==> config.mk <==
export PLATFORM = sky130hd
export DESIGN_NAME = perceptron_sample_sequencer
export DESIGN_NICKNAME = d
export VERILOG_FILES = /design/src/rtl/perceptron_sample_sequencer.sv
export SDC_FILE = /design/constraint.sdc
export NUM_CORES = 1
export LEC_CHECK = 0
export ABC_CLOCK_PERIOD_IN_PS = 2900
export BUFFER_PORTS_ARGS = -buffer_cell sky130_fd_sc_hd__buf_2
export CAP_MARGIN = 30
export CELL_PAD_IN_SITES_DETAIL_PLACEMENT = 2
export CELL_PAD_IN_SITES_GLOBAL_PLACEMENT = 2
export CORE_MARGIN = 4
export CORE_UTILIZATION = 40
export CTS_BUF_LIST = sky130_fd_sc_hd__clkbuf_8
export DETAILED_ROUTE_END_ITERATION = 8
export PLACE_DENSITY_LB_ADDON = 0.1
export SLEW_MARGIN = 20
export SYNTH_ARGS = -nofsm -noshare
export SYNTH_HDL_FRONTEND = slang
export SYNTH_SLANG_ARGS = --single-unit
==> constraint.sdc <==
create_clock -name clk -period 2.9 [get_ports clk]
set_input_delay 0.58 -clock clk [delete_from_list [all_inputs] [get_ports clk]]
set_output_delay 0.58 -clock clk [all_outputs]
set_load 0.01 [all_outputs]
==> src/rtl/perceptron_sample_sequencer.sv <==
// Loads a small training set byte-serially, then streams (x0, x1, y) samples to a
// perceptron trainer epoch after epoch until an error-free epoch or the epoch limit.
module perceptron_sample_sequencer #(
    parameter int NUM_SAMPLES = 3,
    parameter int DATA_W      = 8,
    parameter int MAX_EPOCHS  = 16
) (
    input  logic              clk,
    input  logic              rst,
    input  logic              load_valid,
    input  logic [DATA_W-1:0] load_data,
    output logic              load_ready,
    input  logic              start,
    output logic              smp_valid,
    input  logic              smp_ready,
    output logic [DATA_W-1:0] smp_x0,
    output logic [DATA_W-1:0] smp_x1,
    output logic              smp_y,
    output logic [3:0]        smp_idx,
    output logic              smp_last,
    input  logic              err_valid,
    input  logic              err,
    output logic [7:0]        epoch_count,
    output logic              busy,
    output logic              done,
    output logic              converged
);

    localparam logic [3:0] LAST_IDX = 4'(NUM_SAMPLES - 1);
    localparam logic [4:0] NS_CNT   = 5'(NUM_SAMPLES);
    localparam logic [7:0] MAX_EP   = 8'(MAX_EPOCHS);

    typedef enum logic [2:0] {
        ST_LOAD      = 3'd0,
        ST_WAIT      = 3'd1,
        ST_STREAM    = 3'd2,
        ST_EPOCH_END = 3'd3,
        ST_DONE      = 3'd4
    } state_t;

    state_t            state_r, state_s;
    logic [3:0]        idx_r, idx_s;
    logic [7:0]        epoch_cnt_r, epoch_cnt_s;
    logic [4:0]        err_cnt_r, err_cnt_s;
    logic              epoch_err_r, epoch_err_s;
    logic              converged_r, converged_s;
    logic [3:0]        ld_smp_r, ld_smp_s;
    logic [1:0]        ld_fld_r, ld_fld_s;
    logic              ld_wr_s;
    logic              hs_s;

    logic [DATA_W-1:0] x0_mem [0:15];
    logic [DATA_W-1:0] x1_mem [0:15];
    logic              y_mem  [0:15];

    logic              load_ready_r;
    logic              smp_valid_r;
    logic [DATA_W-1:0] smp_x0_r;
    logic [DATA_W-1:0] smp_x1_r;
    logic              smp_y_r;
    logic [3:0]        smp_idx_r;
    logic              smp_last_r;
    logic              busy_r;
    logic              done_r;

    // Next-state, sample pointer, error tally and load counter logic.
    always_comb begin
        state_s     = state_r;
        idx_s       = idx_r;
        epoch_cnt_s = epoch_cnt_r;
        err_cnt_s   = err_cnt_r;
        epoch_err_s = epoch_err_r;
        converged_s = converged_r;
        ld_smp_s    = ld_smp_r;
        ld_fld_s    = ld_fld_r;
        ld_wr_s     = 1'b0;
        hs_s        = smp_valid_r & smp_ready;

        // A report arriving in the same cycle as the epoch-end decision is counted first.
        if (err_valid && (state_r == ST_STREAM || state_r == ST_EPOCH_END) &&
            (err_cnt_r < NS_CNT)) begin
            err_cnt_s   = err_cnt_r + 5'd1;
            epoch_err_s = epoch_err_r | err;
        end else begin
            err_cnt_s   = err_cnt_r;
            epoch_err_s = epoch_err_r;
        end

        case (state_r)
            ST_LOAD: begin
                if (load_valid && load_ready_r) begin
                    ld_wr_s = 1'b1;
                    if (ld_fld_r == 2'd2) begin
                        ld_fld_s = 2'd0;
                        if (ld_smp_r == LAST_IDX) begin
                            ld_smp_s = 4'd0;
                            state_s  = ST_WAIT;
                        end else begin
                            ld_smp_s = ld_smp_r + 4'd1;
                        end
                    end else begin
                        ld_fld_s = ld_fld_r + 2'd1;
                    end
                end else begin
                    ld_wr_s = 1'b0;
                end
            end
            ST_WAIT, ST_DONE: begin
                if (start) begin
                    state_s     = ST_STREAM;
                    idx_s       = 4'd0;
                    epoch_cnt_s = 8'd1;
                    err_cnt_s   = 5'd0;
                    epoch_err_s = 1'b0;
                    converged_s = 1'b0;
                end else begin
                    state_s = state_r;
                end
            end
            ST_STREAM: begin
                if (hs_s) begin
                    if (idx_r == LAST_IDX) begin
                        state_s = ST_EPOCH_END;
                    end else begin
                        idx_s = idx_r + 4'd1;
                    end
                end else begin
                    idx_s = idx_r;
                end
            end
            ST_EPOCH_END: begin
                if (err_cnt_s == NS_CNT) begin
                    if (!epoch_err_s) begin
                        state_s     = ST_DONE;
                        converged_s = 1'b1;
                    end else if (epoch_cnt_r == MAX_EP) begin
                        state_s     = ST_DONE;
                        converged_s = 1'b0;
                    end else begin
                        state_s     = ST_STREAM;
                        epoch_cnt_s = epoch_cnt_r + 8'd1;
                        idx_s       = 4'd0;
                        err_cnt_s   = 5'd0;
                        epoch_err_s = 1'b0;
                    end
                end else begin
                    state_s = state_r;
                end
            end
            default: begin
                state_s = ST_LOAD;
            end
        endcase
    end

    // Control state registers.
    always_ff @(posedge clk or posedge rst) begin
        if (rst) begin
            state_r     <= ST_LOAD;
            idx_r       <= 4'd0;
            epoch_cnt_r <= 8'd0;
            err_cnt_r   <= 5'd0;
            epoch_err_r <= 1'b0;
            converged_r <= 1'b0;
            ld_smp_r    <= 4'd0;
            ld_fld_r    <= 2'd0;
        end else begin
            state_r     <= state_s;
            idx_r       <= idx_s;
            epoch_cnt_r <= epoch_cnt_s;
            err_cnt_r   <= err_cnt_s;
            epoch_err_r <= epoch_err_s;
            converged_r <= converged_s;
            ld_smp_r    <= ld_smp_s;
            ld_fld_r    <= ld_fld_s;
        end
    end

    // Training-set buffer: not reset, written only while loading.
    always_ff @(posedge clk) begin
        if (ld_wr_s && !rst) begin
            case (ld_fld_r)
                2'd0:    x0_mem[ld_smp_r] <= load_data;
                2'd1:    x1_mem[ld_smp_r] <= load_data;
                2'd2:    y_mem[ld_smp_r]  <= load_data[0];
                default: y_mem[ld_smp_r]  <= y_mem[ld_smp_r];
            endcase
        end
    end

    // Output registers, derived from the next state so they line up with it.
    always_ff @(posedge clk or posedge rst) begin
        if (rst) begin
            load_ready_r <= 1'b1;
            smp_valid_r  <= 1'b0;
            smp_x0_r     <= {DATA_W{1'b0}};
            smp_x1_r     <= {DATA_W{1'b0}};
            smp_y_r      <= 1'b0;
            smp_idx_r    <= 4'd0;
            smp_last_r   <= 1'b0;
            busy_r       <= 1'b0;
            done_r       <= 1'b0;
        end else begin
            load_ready_r <= (state_s == ST_LOAD);
            smp_valid_r  <= (state_s == ST_STREAM);
            smp_x0_r     <= (state_s == ST_STREAM) ? x0_mem[idx_s] : {DATA_W{1'b0}};
            smp_x1_r     <= (state_s == ST_STREAM) ? x1_mem[idx_s] : {DATA_W{1'b0}};
            smp_y_r      <= (state_s == ST_STREAM) ? y_mem[idx_s] : 1'b0;
            smp_idx_r    <= (state_s == ST_STREAM) ? idx_s : 4'd0;
            smp_last_r   <= (state_s == ST_STREAM) && (idx_s == LAST_IDX);
            busy_r       <= (state_s == ST_STREAM) || (state_s == ST_EPOCH_END);
            done_r       <= (state_s == ST_DONE);
        end
    end

    assign load_ready  = load_ready_r;
    assign smp_valid   = smp_valid_r;
    assign smp_x0      = smp_x0_r;
    assign smp_x1      = smp_x1_r;
    assign smp_y       = smp_y_r;
    assign smp_idx     = smp_idx_r;
    assign smp_last    = smp_last_r;
    assign epoch_count = epoch_cnt_r;
    assign busy        = busy_r;
    assign done        = done_r;
    assign converged   = converged_r;

endmodule

==> impl_table.tex, run 1 <==
\begin{tabular}{lr}
\hline
Metric & Value \\
\hline
\multicolumn{2}{l}{\textbf{Place}} \\
\quad Area post-placement & 15,100 um\^{}2 \\
\quad Detailed placement HPWL & 26,500 um \\
\quad Worst setup slack before clock tree synthesis & -0.477 ns \\
\quad Cell total after placement & 1,575 \\
\quad Port Buffers & 49 \\
\quad Routability Congestion & 0.788 \\
\multicolumn{2}{l}{\textbf{Die}} \\
\quad Count of boundary I/O pins & 50 \\
\quad Die W & 191 um \\
\quad Floorplan Core Area & 32,700 um\^{}2 \\
\quad Starting Density & 0.408 \\
\quad Site row count & 66 \\
\quad Area of the die & 36,300 um\^{}2 \\
\quad Die height & 191 um \\
\multicolumn{2}{l}{\textbf{Synth}} \\
\quad Share of the synthesized area in compound gates (AO/OA/AOI/OAI) & 0.0850 \\
\quad Cell types occupying the most area after synthesis & sky130\_fd\_sc\_hd\_\_edfxtp\_1 61\%, sky130\_fd\_sc\_hd\_\_dfrtp\_1 10\%, sky130\_fd\_sc\_hd\_\_nand2\_1 6.0\% \\
\quad Number of synthesis warnings & 0 \\
\quad Flop and latch count out of synthesis & 326 \\
\quad Share of async-settable or async-resettable flops after synthesis & 0.166 \\
\quad Area share of the largest cell type after synthesis & 0.613 \\
\quad Post-synthesis instance area & 13,300 um\^{}2 \\
\quad Fraction of the mapped netlist area in simple logic gates & 0.128 \\
\quad Net Count, Synth & 1,004 \\
\quad Post-synthesis adder-cell area fraction & 0.00469 \\
\quad Post-Syn Area per Cell & 13.5 um\^{}2 \\
\quad Syn Inst Count & 984 \\
\quad Fraction of synthesized cell area in xor and xnor cells & 0.00526 \\
\quad Cell taking the most area after synthesis & sky130\_fd\_sc\_hd\_\_edfxtp\_1 \\
\quad Largest family of logic cells by synthesized area & simple AND/OR/NAND/NOR gates \\
\quad Count of distinct cell types in the synthesized netlist & 68 \\
\quad Main flop type after synthesis & sky130\_fd\_sc\_hd\_\_edfxtp\_1 \\
\quad Sequential cell area fraction in the yosys report & 0.714 \\
\quad Fraction of synthesized area in multiplexers & 0.0399 \\
\quad Number of enable-type register cells in the synthesized netlist & 272 \\
\multicolumn{2}{l}{\textbf{Timing}} \\
\quad Post-layout worst setup margin & -0.279 ns \\
\quad Shortest clock period the worst path allows after layout & 3.18 ns \\
\quad Worst slew margin relative to its limit & 0.447 \\
\quad Sum of negative setup slack & -2.76 ns \\
\quad Final number of hold-violating endpoints & 0 \\
\quad Largest clock skew in the final design & 0.0286 ns \\
\quad Worst hold margin & 0.0883 ns \\
\quad Highest achievable clock rate & 315 MHz \\
\quad Setup-violating endpoint count in the final report & 17 \\
\quad Setup repair after global routing missed its margin & yes \\
\quad Transition time of the tightest slew-check pin & 0.829 ns \\
\quad Number of slew-limit violations in the final report & 0 \\
\quad Final period utilization & 1.10 \\
\multicolumn{2}{l}{\textbf{Run}} \\
\quad Max-cap violation count & 0 \\
\multicolumn{2}{l}{\textbf{GRT}} \\
\quad Final global-route overflow total & 0 \\
\quad Pin count of the biggest net entering global routing & 49 \\
\quad Global routing usage summed across all routing layers & 0.244 \\
\quad Via count of the first global-routing pass & 10,400 \\
\quad Antenna violations before repair & 2 \\
\quad First-pass GRT wire length & 66,100 um \\
\multicolumn{2}{l}{\textbf{Worst setup path}} \\
\quad Arr. time, crit path & 3.67 ns \\
\quad Category of the worst setup path capture point & flip-flop \\
\quad Startpoint class of the critical path & flip-flop \\
\quad Kind of critical path & flip-flop to flip-flop \\
\quad Delay contributed by the slowest stage of the critical path & 0.41 ns \\
\quad Buffer and inverter count on the worst path & 5 \\
\quad Top Family by Delay on Critical Path & compound AO/OA/AOI/OAI gates \\
\quad Critical-path maximum fanout & 18 \\
\quad CP cell instances & ha\_4 -> nor3b\_4 -> a21bo\_2 -> nand3\_4 -> buf\_6 -> o31ai\_4 -> bufinv\_16 -> buf\_12 -> buf\_4 -> buf\_12 -> mux2i\_1 -> a32o\_1 -> o31ai\_1 \\
\quad Worst setup path startpoint & err\_cnt\_r[0] \\
\quad Worst-path cell with the longest stage delay & sky130\_fd\_sc\_hd\_\_dfrtp\_1 \\
\quad Setup slack of the most critical reg-to-reg path & -0.28 ns \\
\quad Data required time at the worst endpoint & 3.39 ns \\
\quad Reg-to-reg endpoint & smp\_x1[4] \\
\quad Critical register-to-register path startpoint & err\_cnt\_r[0] \\
\quad Cell mode on critical path & sky130\_fd\_sc\_hd\_\_buf\_12 \\
\quad Worst reg2reg path depth & 13 \\
\multicolumn{2}{l}{\textbf{Cells and area}} \\
\quad Area growth syn-to-layout & 32.8\% \\
\quad Number of antenna diodes & 0 \\
\quad Area of all placed cells without fillers & 17,700 um\^{}2 \\
\quad Net count of the finished layout & 1,245 \\
\quad Count of placed standard cells in the final layout, fillers left out & 1,714 \\
\quad Layout cells sized above 1 & 0.360 \\
\quad Final cell utilization of the core & 0.541 \\
\quad Number of fill cells & 3,037 \\
\multicolumn{2}{l}{\textbf{Route}} \\
\quad Max layer used & met4 \\
\quad Routed vias & 9,411 \\
\quad Initial DRC count & 653 \\
\quad Routed length on met3 & 2010 um \\
\quad WL per Instance & 27.6 um \\
\quad Routed metal-1 wire length & 19,600 um \\
\quad \# DRC & 0 \\
\quad Post-route antenna net violation count & 0 \\
\quad Length of the first detailed-routing pass in iterations & 5 \\
\quad Average vias per placed instance & 5.49 \\
\quad Routed length on met2 & 24,400 um \\
\quad Total routed wirelength & 47,400 um \\
\multicolumn{2}{l}{\textbf{Clock tree}} \\
\quad CTS Hold Bufs & 0 \\
\quad Total clock sinks & 326 \\
\quad Clock latency on the worst-skew pair & 0.64 ns \\
\quad Clk Tree Root Cell & sky130\_fd\_sc\_hd\_\_clkbuf\_8 \\
\quad TritonCTS clock tree & built \\
\quad Total number of H-tree levels & 2 \\
\quad Clock Pin Slew Worst Setup and Hold Paths & 0.07 ns \\
\quad Max Root-Sink Buffers & 3 \\
\quad Number of buffers inserted during clock tree synthesis & 55 \\
\multicolumn{2}{l}{\textbf{Power}} \\
\quad Overall power & 24.1 mW \\
\quad Total power divided by cell area & 1360 nW/um\^{}2 \\
\quad Leakage power & 6.77 nW \\
\quad Worst IR drop on VDD & 0.690 mV \\
\multicolumn{2}{l}{\textbf{Outcome}} \\
\quad Violated checks & negative setup slack \\
\quad Status & complete, but fails checks \\
\multicolumn{2}{l}{\textbf{Hold path}} \\
\quad Tightest Hold Check Type & input port to asynchronous set/reset pin \\
\hline
\end{tabular}
worst reg2reg max path: stages (launching register included):
cell                        delay, ns
sky130_fd_sc_hd__dfrtp_1         0.41
sky130_fd_sc_hd__ha_4            0.29
sky130_fd_sc_hd__nor3b_4         0.18
sky130_fd_sc_hd__a21bo_2         0.20
sky130_fd_sc_hd__nand3_4         0.09
sky130_fd_sc_hd__buf_6           0.14
sky130_fd_sc_hd__o31ai_4         0.34
sky130_fd_sc_hd__bufinv_16       0.24
sky130_fd_sc_hd__buf_12          0.14
sky130_fd_sc_hd__buf_4           0.15
sky130_fd_sc_hd__buf_12          0.15
sky130_fd_sc_hd__mux2i_1         0.12
sky130_fd_sc_hd__a32o_1          0.24
sky130_fd_sc_hd__o31ai_1         0.35
layout by cell type, fill, tap and decap left out, types with 6 or more instances in the layout:
master and count:
sky130_fd_sc_hd__a221oi_4 9, sky130_fd_sc_hd__o32ai_4 6, sky130_fd_sc_hd__edfxtp_1 272, sky130_fd_sc_hd__nand3_1 13
sky130_fd_sc_hd__nand2_2 27, sky130_fd_sc_hd__o31ai_2 11, sky130_fd_sc_hd__nand2_1 178, sky130_fd_sc_hd__nor2_1 119
sky130_fd_sc_hd__a21oi_1 6, sky130_fd_sc_hd__o31ai_1 6, sky130_fd_sc_hd__buf_4 138, sky130_fd_sc_hd__clkinv_1 11
sky130_fd_sc_hd__clkbuf_8 62, sky130_fd_sc_hd__nand2_4 10, sky130_fd_sc_hd__clkinv_2 7, sky130_fd_sc_hd__o32ai_2 6
sky130_fd_sc_hd__inv_1 30, sky130_fd_sc_hd__buf_2 49, sky130_fd_sc_hd__xor2_1 7, sky130_fd_sc_hd__nor2b_1 8
sky130_fd_sc_hd__buf_12 17, sky130_fd_sc_hd__o22ai_1 10, sky130_fd_sc_hd__mux2i_2 7, sky130_fd_sc_hd__a32o_1 13
sky130_fd_sc_hd__o21ai_0 12, sky130_fd_sc_hd__mux2i_4 12, sky130_fd_sc_hd__dfrtp_1 52, sky130_fd_sc_hd__a221oi_2 8
sky130_fd_sc_hd__buf_6 15, sky130_fd_sc_hd__mux2i_1 33, sky130_fd_sc_hd__o22ai_2 7
state kept, by name, indices dropped and copies added, names as in the netlist:
| register | cells |
|---|---|
| busy | 1 |
| converged | 1 |
| done | 1 |
| epoch_count | 8 |
| epoch_err_r | 1 |
| err_cnt_r | 5 |
| idx_r | 4 |
| ld_fld_r | 2 |
| ld_smp_r | 4 |
| load_ready | 1 |
| smp_idx | 4 |
| smp_last | 1 |
| smp_valid | 1 |
| smp_x0 | 8 |
| smp_x1 | 8 |
| smp_y | 1 |
| state_r | 3 |
| x0_mem | 128 |
| x1_mem | 128 |
| y_mem | 16 |
layout make-up:
class / instances / area, um^2 / area share
tap: 442 / 553 / 0.0313
inverter: 12 / 75.1 / 0.00424
multi-input combinational: 598 / 4430 / 0.250
sequential: 326 / 9520 / 0.538
clock buffer: 62 / 853 / 0.0482
clock inverter: 42 / 186 / 0.0105
timing repair buffer: 231 / 2070 / 0.117
timing repair inverter: 1 / 11.3 / 0.000636
cell usage after synthesis, drive strengths merged, types with 2 or more instances:
cell type,instances
a21oi,8
a221oi,18
a31oi,2
a32o,17
a41oi,2
and2,2
and3,2
buf,30
clkbuf,20
dfrtp,53
edfxtp,272
ha,5
inv,12
mux2i,52
nand2,215
nand2b,2
nand3,15
nand4,5
nor2,126
nor2b,8
nor3,4
nor3b,3
nor4,2
nor4b,2
o211a,2
o211ai,3
o21a,2
o21ai,16
o22ai,17
o31ai,19
o32ai,17
or3,6
or3b,2
xor2,7
report_power, final:
| group | internal (mW) | switching (mW) |
|---|---|---|
| Sequential | 5.38 | 0.196 |
| Combinational | 6.59 | 7.96 |
| Clock | 1.97 | 1.98 |
repair_timing:
action | 4_1_cts | 5_1_grt
endpoints found under the setup margin | 18 | 23
setup buffers | 29 | 11
pin swaps | 29 | 56
gates cloned | 7 | 3
gates resized for setup | 68 | 141
kinds of logic (layout without fill, tap and decap cells):
group | Yosys count | count (layout)
adders and majority gates | 5 | 5
AOI/OAI and AO/OA | 132 | 132
buffers and inverters | 62 | 348
xor gates and xnor gates | 8 | 8
DFF | 326 | 326
muxes | 53 | 53
and+or+nand+nor | 398 | 400
routing by layer:
layer  vias to the layer above  GRT usage
li1                       4119          -
met1                      4956      0.314
met2                       253      0.426
met3                        83     0.0373
met4                         0     0.0823
met5                         -          0
worst max path at each step:
stage | endpoint | cells past startpoint
final | smp_x1[4] | 13
after global routing | smp_x1[4] | 13
after CTS | smp_x1[5] | 13
after global placement | smp_x0[2] | 10
after floorplan | smp_x0[4] | 13
after detailed placement | smp_x0[6] | 16
Power figures use the tool's default switching activity.
==> run 2: changes to the inputs <==
REMOVE_ABC_BUFFERS = 1   (was unset)
==> run 2 against run 1 <==
The run still ends with negative setup slack left. Final cell count decreased by 1.7%. Flip-flop and latch count did not move. Count of clock-buffer cells in the layout increased by 2. Critical path type unchanged. Critical endpoint is now smp_x0[4]. Largest cell class unchanged. Largest power group unchanged. Highest routed layer unchanged.
==> impl_table.tex, run 2 (same netlist as run 1, synthesis figures left out) <==
\begin{tabular}{lr}
\hline
Metric & Value \\
\hline
\multicolumn{2}{l}{\textbf{Route}} \\
\quad Routed metal-1 wire length & 17,600 um (-10\%) \\
\quad \# DRC & 0 (unchanged) \\
\quad Length of the first detailed-routing pass in iterations & 4 (-1) \\
\quad WL per Instance & 24.7 um (-11\%) \\
\quad Post-route antenna net violation count & 0 (unchanged) \\
\quad Average vias per placed instance & 5.38 (-2.0\%) \\
\quad Initial DRC count & 514 (-21\%) \\
\quad Routed vias & 9,066 (-3.7\%) \\
\quad Total routed wirelength & 41,700 um (-12\%) \\
\quad Max layer used & met4 \\
\quad Routed length on met3 & 1230 um (-39\%) \\
\quad Routed length on met2 & 22,000 um (-10\%) \\
\multicolumn{2}{l}{\textbf{Place}} \\
\quad Area post-placement & 15,000 um\^{}2 (-1.1\%) \\
\quad Cell total after placement & 1,556 (-1.2\%) \\
\quad Detailed placement HPWL & 25,400 um (-4.1\%) \\
\quad Port Buffers & 49 (unchanged) \\
\quad Routability Congestion & 0.810 (+2.7\%) \\
\multicolumn{2}{l}{\textbf{Cells and area}} \\
\quad Most frequent standard cell in the layout excluding fill and tap cells & sky130\_fd\_sc\_hd\_\_edfxtp\_1 \\
\quad Largest registers & x0\_mem: 128 flops, x1\_mem: 128 flops, y\_mem: 16 flops \\
\quad Layout cells sized above 1 & 0.301 (-0.0592) \\
\quad Number of antenna diodes & 0 (unchanged) \\
\quad Number of fill cells & 3,162 (+4.1\%) \\
\quad Area growth syn-to-layout & 27.0\% \\
\quad Area of all placed cells without fillers & 16,900 um\^{}2 (-4.4\%) \\
\quad Most frequent cells in the layout & 272 x sky130\_fd\_sc\_hd\_\_edfxtp\_1, 208 x sky130\_fd\_sc\_hd\_\_nand2\_1, 124 x sky130\_fd\_sc\_hd\_\_nor2\_1 \\
\quad Net count of the finished layout & 1,215 (-2.4\%) \\
\quad Count of placed standard cells in the final layout, fillers left out & 1,685 (-1.7\%) \\
\multicolumn{2}{l}{\textbf{Timing}} \\
\quad Largest clock skew in the final design & 0.0158 ns (-0.0128 ns) \\
\quad Worst slew margin relative to its limit & 0.429 (-0.0185) \\
\quad Number of slew-limit violations in the final report & 0 (unchanged) \\
\quad Highest achievable clock rate & 342 MHz (+8.6\%) \\
\quad Final period utilization & 1.01 (-0.0865) \\
\quad Sum of negative setup slack & -0.0578 ns (+2.70 ns) \\
\quad Setup repair after global routing missed its margin & yes \\
\quad Worst hold margin & 0.241 ns (+0.153 ns) \\
\quad Post-layout worst setup margin & -0.0282 ns (+0.251 ns) \\
\quad Transition time of the tightest slew-check pin & 0.857 ns (+0.0277 ns) \\
\quad Setup-violating endpoint count in the final report & 3 (-14) \\
\quad Shortest clock period the worst path allows after layout & 2.93 ns (-0.251 ns) \\
\quad Final number of hold-violating endpoints & 0 (unchanged) \\
\multicolumn{2}{l}{\textbf{GRT}} \\
\quad Global routing usage summed across all routing layers & 0.224 (-0.0205) \\
\quad First-pass GRT wire length & 61,900 um (-6.3\%) \\
\quad Antenna violations before repair & 0 (-2) \\
\quad Final global-route overflow total & 0 (unchanged) \\
\quad Pin count of the biggest net entering global routing & 55 (+12\%) \\
\quad Via count of the first global-routing pass & 10,200 (-1.6\%) \\
\multicolumn{2}{l}{\textbf{Die}} \\
\quad Count of boundary I/O pins & 50 (unchanged) \\
\quad Die W & 191 um (unchanged) \\
\quad Die height & 191 um (unchanged) \\
\quad Starting Density & 0.408 (unchanged) \\
\quad Area of the die & 36,300 um\^{}2 (unchanged) \\
\quad Floorplan Core Area & 32,700 um\^{}2 (unchanged) \\
\quad Site row count & 66 (unchanged) \\
\multicolumn{2}{l}{\textbf{Power}} \\
\quad Leakage power & 6.57 nW (-3.0\%) \\
\quad Total power divided by cell area & 1260 nW/um\^{}2 (-7.3\%) \\
\quad Overall power & 21.3 mW (-11\%) \\
\quad Worst IR drop on VDD & 0.620 mV (-10\%) \\
\multicolumn{2}{l}{\textbf{Clock tree}} \\
\quad Clock Pin Slew Worst Setup and Hold Paths & 0.06 ns (about the same) \\
\quad Number of buffers inserted during clock tree synthesis & 56 (+1.8\%) \\
\quad CTS Hold Bufs & 0 (unchanged) \\
\quad Clk Tree Root Cell & sky130\_fd\_sc\_hd\_\_clkbuf\_8 \\
\quad Max Root-Sink Buffers & 3 (unchanged) \\
\quad Total number of H-tree levels & 2 (unchanged) \\
\quad Total clock sinks & 326 (unchanged) \\
\quad TritonCTS clock tree & built \\
\quad Clock latency on the worst-skew pair & 0.59 ns (-0.05 ns) \\
\multicolumn{2}{l}{\textbf{Hold path}} \\
\quad Tightest Hold Check Type & input port to flip-flop \\
\multicolumn{2}{l}{\textbf{Worst setup path}} \\
\quad Arr. time, crit path & 3.39 ns (-0.28 ns) \\
\quad Data required time at the worst endpoint & 3.36 ns (-0.03 ns) \\
\quad Kind of critical path & flip-flop to flip-flop \\
\quad Critical-path maximum fanout & 10 (-8) \\
\quad Category of the worst setup path capture point & flip-flop \\
\quad Startpoint class of the critical path & flip-flop \\
\multicolumn{2}{l}{\textbf{Run}} \\
\quad Max-cap violation count & 0 (unchanged) \\
\multicolumn{2}{l}{\textbf{Outcome}} \\
\quad Violated checks & negative setup slack \\
\quad Status & complete, but fails checks \\
\hline
\end{tabular}
[run 2: changes by cell type in the layout (fill, tap and decap cells not counted), moves of 6 or more]
cell                       change
sky130_fd_sc_hd__nand2_1      +30
sky130_fd_sc_hd__nand2_2      -25
sky130_fd_sc_hd__buf_4        -15
sky130_fd_sc_hd__clkinv_1     -10
sky130_fd_sc_hd__a221oi_2      +7
sky130_fd_sc_hd__a221oi_4      -7
sky130_fd_sc_hd__buf_12        -7
sky130_fd_sc_hd__inv_1         +7
sky130_fd_sc_hd__o31ai_1       +6
sky130_fd_sc_hd__o32ai_4       -6
[run 2: critical path, stage by stage, from the launching register on]
cell and delay (ns):
sky130_fd_sc_hd__dfrtp_1 0.41, sky130_fd_sc_hd__ha_4 0.28, sky130_fd_sc_hd__nor3b_4 0.18, sky130_fd_sc_hd__a21bo_2 0.22
sky130_fd_sc_hd__nand3_4 0.15, sky130_fd_sc_hd__o31ai_4 0.34, sky130_fd_sc_hd__buf_6 0.16, sky130_fd_sc_hd__buf_6 0.12
sky130_fd_sc_hd__inv_8 0.06, sky130_fd_sc_hd__buf_4 0.15, sky130_fd_sc_hd__mux2i_2 0.18, sky130_fd_sc_hd__o32ai_2 0.09
sky130_fd_sc_hd__buf_4 0.15, sky130_fd_sc_hd__a221oi_2 0.19, sky130_fd_sc_hd__o31ai_1 0.11
[run 2: metal layers]
| layer | vias up | track usage |
|---|---|---|
| met5 | - | 0 |
| met4 | 0 | 0.0594 |
| met3 | 67 | 0.0302 |
| met2 | 172 | 0.404 |
| met1 | 4758 | 0.285 |
| li1 | 4069 | - |
[run 2: through the flow]
step	util	setup slack [ns]
after detailed placement	0.458	-0.311
after floorplan	-	-2.60
after CTS	0.502	0.00110
after global routing	0.518	-0.148
after global placement	0.458	-0.179
final	0.518	-0.0282
[run 2: area by class of cell]
cell class,count,area (um^2),share of cell area
clock buffer,64,881,0.0520
clock inverter,42,230,0.0136
inverter,12,71.3,0.00421
multi-input combinational,597,3970,0.235
sequential,326,9520,0.563
tap,442,553,0.0327
timing repair buffer,200,1680,0.0990
timing repair inverter,2,22.5,0.00133
[run 2: final timing paths]
check	start	cells past startpoint	slack [ns]	end
worst max-delay path	err_cnt_r[1]	14	-0.03	smp_x0[4]
worst min-delay path	start	2	0.24	done
worst max register to register	err_cnt_r[1]	14	-0.03	smp_x0[4]
worst min register to register	ld_fld_r[1]	2	0.50	ld_fld_r[1]
max in group asynchronous	rst	3	2.03	state_r[2]
min in group asynchronous	rst	3	0.29	busy
[run 2: where the power goes]
part | switching [mW] | internal, mW
clock network | 1.90 | 2.20
registers | 0.168 | 5.38
logic | 6.48 | 5.21
total | 8.56 | 12.8
[run 2: timing repair]
item	4_1_cts	5_1_grt
pin swaps	9	20
cloned	4	5
endpoints found under the setup margin	18	18
gates resized for setup	36	64
setup buffers	6	11
==> run 3: changes to the inputs <==
--- a/config.mk
+++ b/config.mk
@@ -15,4 +15,5 @@
 export CTS_BUF_LIST = sky130_fd_sc_hd__clkbuf_8
 export DETAILED_ROUTE_END_ITERATION = 8
+export GPL_ROUTABILITY_DRIVEN = 1
 export PLACE_DENSITY_LB_ADDON = 0.1
 export REMOVE_ABC_BUFFERS = 1
==> constraint.sdc (replaced) <==
create_clock -name clk -period 2.9 [get_ports clk]
set_input_delay 0 -clock clk [delete_from_list [all_inputs] [get_ports clk]]
set_output_delay 0 -clock clk [all_outputs]
set_load 0.01 [all_outputs]
==> run 3 against run 2 <==
The run still ends with negative setup slack left. First-iteration DRC count is 15% higher. Flip-flop and latch count stayed put. Maximum frequency is 0.78% lower. Critical path type unchanged.
==> impl_table.tex, run 3 (same netlist as run 1, synthesis figures left out) <==
\begin{tabular}{lr}
\hline
Metric & Value \\
\hline
\multicolumn{2}{l}{\textbf{Worst setup path}} \\
\quad Worst-path cell with the longest stage delay & sky130\_fd\_sc\_hd\_\_dfrtp\_1 \\
\quad Arr. time, crit path & 3.42 ns (+0.03 ns) \\
\quad Reg-to-reg endpoint & smp\_x0[5] \\
\quad Category of the worst setup path capture point & flip-flop \\
\quad Critical register-to-register path startpoint & state\_r[2] \\
\quad Startpoint class of the critical path & flip-flop \\
\quad Kind of critical path & flip-flop to flip-flop \\
\quad Worst setup path startpoint & state\_r[2] \\
\quad Delay contributed by the slowest stage of the critical path & 0.41 ns (about the same) \\
\quad Worst reg2reg path depth & 13 (-1) \\
\quad Data required time at the worst endpoint & 3.37 ns (about the same) \\
\quad Critical-path maximum fanout & 19 (+9) \\
\quad CP cell instances & buf\_4 -> nor3b\_2 -> buf\_4 -> nand4\_1 -> o211a\_1 -> nor4b\_2 -> o21ai\_2 -> buf\_12 -> nor2\_4 -> buf\_12 -> buf\_4 -> a221oi\_4 -> o31ai\_1 \\
\quad Setup slack of the most critical reg-to-reg path & -0.05 ns (-0.02 ns) \\
\quad Cell mode on critical path & sky130\_fd\_sc\_hd\_\_buf\_4 \\
\multicolumn{2}{l}{\textbf{Cells and area}} \\
\quad Most frequent cells in the layout & 272 x sky130\_fd\_sc\_hd\_\_edfxtp\_1, 213 x sky130\_fd\_sc\_hd\_\_nand2\_1, 124 x sky130\_fd\_sc\_hd\_\_nor2\_1 \\
\quad Most frequent standard cell in the layout excluding fill and tap cells & sky130\_fd\_sc\_hd\_\_edfxtp\_1 \\
\quad Layout cells sized above 1 & 0.259 (-0.0423) \\
\quad Number of antenna diodes & 0 (unchanged) \\
\quad Area growth syn-to-layout & 24.6\% \\
\quad Largest registers & x0\_mem: 128 flops, x1\_mem: 128 flops, y\_mem: 16 flops \\
\quad Area of all placed cells without fillers & 16,600 um\^{}2 (-1.9\%) \\
\quad Net count of the finished layout & 1,202 (-1.1\%) \\
\multicolumn{2}{l}{\textbf{Die}} \\
\quad Starting Density & 0.408 (unchanged) \\
\quad Area of the die & 36,300 um\^{}2 (unchanged) \\
\quad Die height & 191 um (unchanged) \\
\quad Floorplan Core Area & 32,700 um\^{}2 (unchanged) \\
\quad Die W & 191 um (unchanged) \\
\quad Site row count & 66 (unchanged) \\
\quad Count of boundary I/O pins & 50 (unchanged) \\
\multicolumn{2}{l}{\textbf{Timing}} \\
\quad Worst slew margin relative to its limit & 0.366 (-0.0628) \\
\quad Final number of hold-violating endpoints & 0 (unchanged) \\
\quad Shortest clock period the worst path allows after layout & 2.95 ns (+0.0231 ns) \\
\quad Post-layout worst setup margin & -0.0513 ns (-0.0231 ns) \\
\quad Final period utilization & 1.02 (+0.00797) \\
\quad Setup-violating endpoint count in the final report & 4 (+1) \\
\quad Setup repair after global routing missed its margin & yes \\
\quad Transition time of the tightest slew-check pin & 0.951 ns (+0.0943 ns) \\
\quad Number of slew-limit violations in the final report & 0 (unchanged) \\
\quad Sum of negative setup slack & -0.117 ns (-0.0589 ns) \\
\quad Largest clock skew in the final design & 0.0341 ns (+0.0183 ns) \\
\quad Highest achievable clock rate & 339 MHz (-0.78\%) \\
\multicolumn{2}{l}{\textbf{Hold path}} \\
\quad Worst hold path startpoint & load\_data[6] \\
\quad Tightest Hold Check Type & input port to flip-flop \\
\quad Worst Hold Path EP & x0\_mem[15][6] \\
\quad Cells on Worst Hold Path & 1 (-1) \\
\multicolumn{2}{l}{\textbf{Power}} \\
\quad Worst IR drop on VDD & 0.666 mV (+7.3\%) \\
\quad Overall power & 20.6 mW (-3.2\%) \\
\quad Leakage power & 6.43 nW (-2.2\%) \\
\quad Total power divided by cell area & 1240 nW/um\^{}2 (-1.4\%) \\
\multicolumn{2}{l}{\textbf{Route}} \\
\quad Initial DRC count & 592 (+15\%) \\
\quad Routed vias & 8,950 (-1.3\%) \\
\quad Post-route antenna net violation count & 0 (unchanged) \\
\quad Total routed wirelength & 40,600 um (-2.6\%) \\
\quad WL per Instance & 24.3 um (-1.8\%) \\
\quad Length of the first detailed-routing pass in iterations & 5 (+1) \\
\quad \# DRC & 0 (unchanged) \\
\quad Average vias per placed instance & 5.35 (-0.51\%) \\
\multicolumn{2}{l}{\textbf{Outcome}} \\
\quad Status & complete, but fails checks \\
\quad Violated checks & negative setup slack \\
\multicolumn{2}{l}{\textbf{Place}} \\
\quad Detailed placement HPWL & 24,800 um (-2.2\%) \\
\quad Routability Congestion & 0.768 (-5.1\%) \\
\quad Port Buffers & 49 (unchanged) \\
\quad Area post-placement & 14,900 um\^{}2 (-0.69\%) \\
\multicolumn{2}{l}{\textbf{Clock tree}} \\
\quad Clock latency on the worst-skew pair & 0.60 ns (about the same) \\
\quad Clk Tree Root Cell & sky130\_fd\_sc\_hd\_\_clkbuf\_8 \\
\quad Total number of H-tree levels & 2 (unchanged) \\
\quad TritonCTS clock tree & built \\
\quad Max Root-Sink Buffers & 3 (unchanged) \\
\quad Total clock sinks & 326 (unchanged) \\
\quad Clock Pin Slew Worst Setup and Hold Paths & 0.07 ns (about the same) \\
\quad Number of buffers inserted during clock tree synthesis & 57 (+1.8\%) \\
\multicolumn{2}{l}{\textbf{Run}} \\
\quad Max-cap violation count & 0 (unchanged) \\
\multicolumn{2}{l}{\textbf{GRT}} \\
\quad First-pass GRT wire length & 60,400 um (-2.5\%) \\
\quad Via count of the first global-routing pass & 10,000 (-1.8\%) \\
\quad Final global-route overflow total & 0 (unchanged) \\
\quad Global routing usage summed across all routing layers & 0.219 (-0.00512) \\
\quad Antenna violations before repair & 0 (unchanged) \\
\quad Pin count of the biggest net entering global routing & 55 (unchanged) \\
\hline
\end{tabular}
run 3: cell types whose count changed in the layout (fill, tap and decap cells not counted), sizes merged, moves of 2 or more:
cell / before / now
inv: 42 / 35
dlygate4sd3: 0 / 11
clkinv: 10 / 13
bufinv: 3 / 5
buf: 196 / 174
run 3: worst max-delay path, delay by kind of cell, from the launching register on:
family                 cells  cell delay, ns
buffers and inverters      5            0.91
and+or+nand+nor            4            0.77
DFF                        1            0.41
AOI/OAI and AO/OA          4            0.72
run 3: area by class of cell:
class,count,area [um^2]
Fill cell,3163,16100
Sequential cell,326,9520
Clock buffer,68,936
Inverter,12,71.3
Timing Repair inverter,2,17.5
Timing Repair Buffer,186,1490
Multi-Input combinational cell,597,3750
Clock inverter,39,259
Tap cell,442,553
run 3: metal layers:
metal / global-route usage / share of wire
met5: 0 / 0
met4: 0.0577 / 0.022
met3: 0.0326 / 0.034
met2: 0.385 / 0.51
met1: 0.285 / 0.43
run 3: power by group:
part / leakage, nW / internal [mW] / switching, mW
combinational: 2.60 / 4.53 / 6.19
clock: 0.687 / 2.47 / 1.92
sequential: 3.14 / 5.38 / 0.151
run 3: stage by stage:
stage / hold WS, ns / cells / worst slack [ns] / utilization
finish: 0.0372 / 1672 / -0.0513 / 0.508
global route: 0.0159 / 1672 / -0.132 / 0.508
CTS: 0.000425 / 1667 / 0.00538 / 0.501
detailed placement: 0.319 / 1544 / -0.400 / 0.455
global placement: 0.292 / 1544 / -0.273 / 0.455
floorplan: 0.0989 / 934 / -2.60 / -
run 3: worst max-delay path by stage:
stage	end	slack (ns)	depth (start not counted)
after detailed placement	smp_x1[7]	-0.40	10
final	smp_x0[5]	-0.05	13
after global routing	smp_x0[5]	-0.13	13
after CTS	smp_x0[5]	0.005	13
after floorplan	smp_x0[0]	-2.60	11
after global placement	smp_x1[7]	-0.27	12
run 3: timing repair:
action / CTS / global route
setup buffers: 4 / 2
hold buffers: 11 / 0
setup endpoints to repair: 17 / 17
resized for setup: 28 / 24
pin swaps: 2 / 3
hold endpoints to repair: 238 / 0
gates cloned: 1 / 3
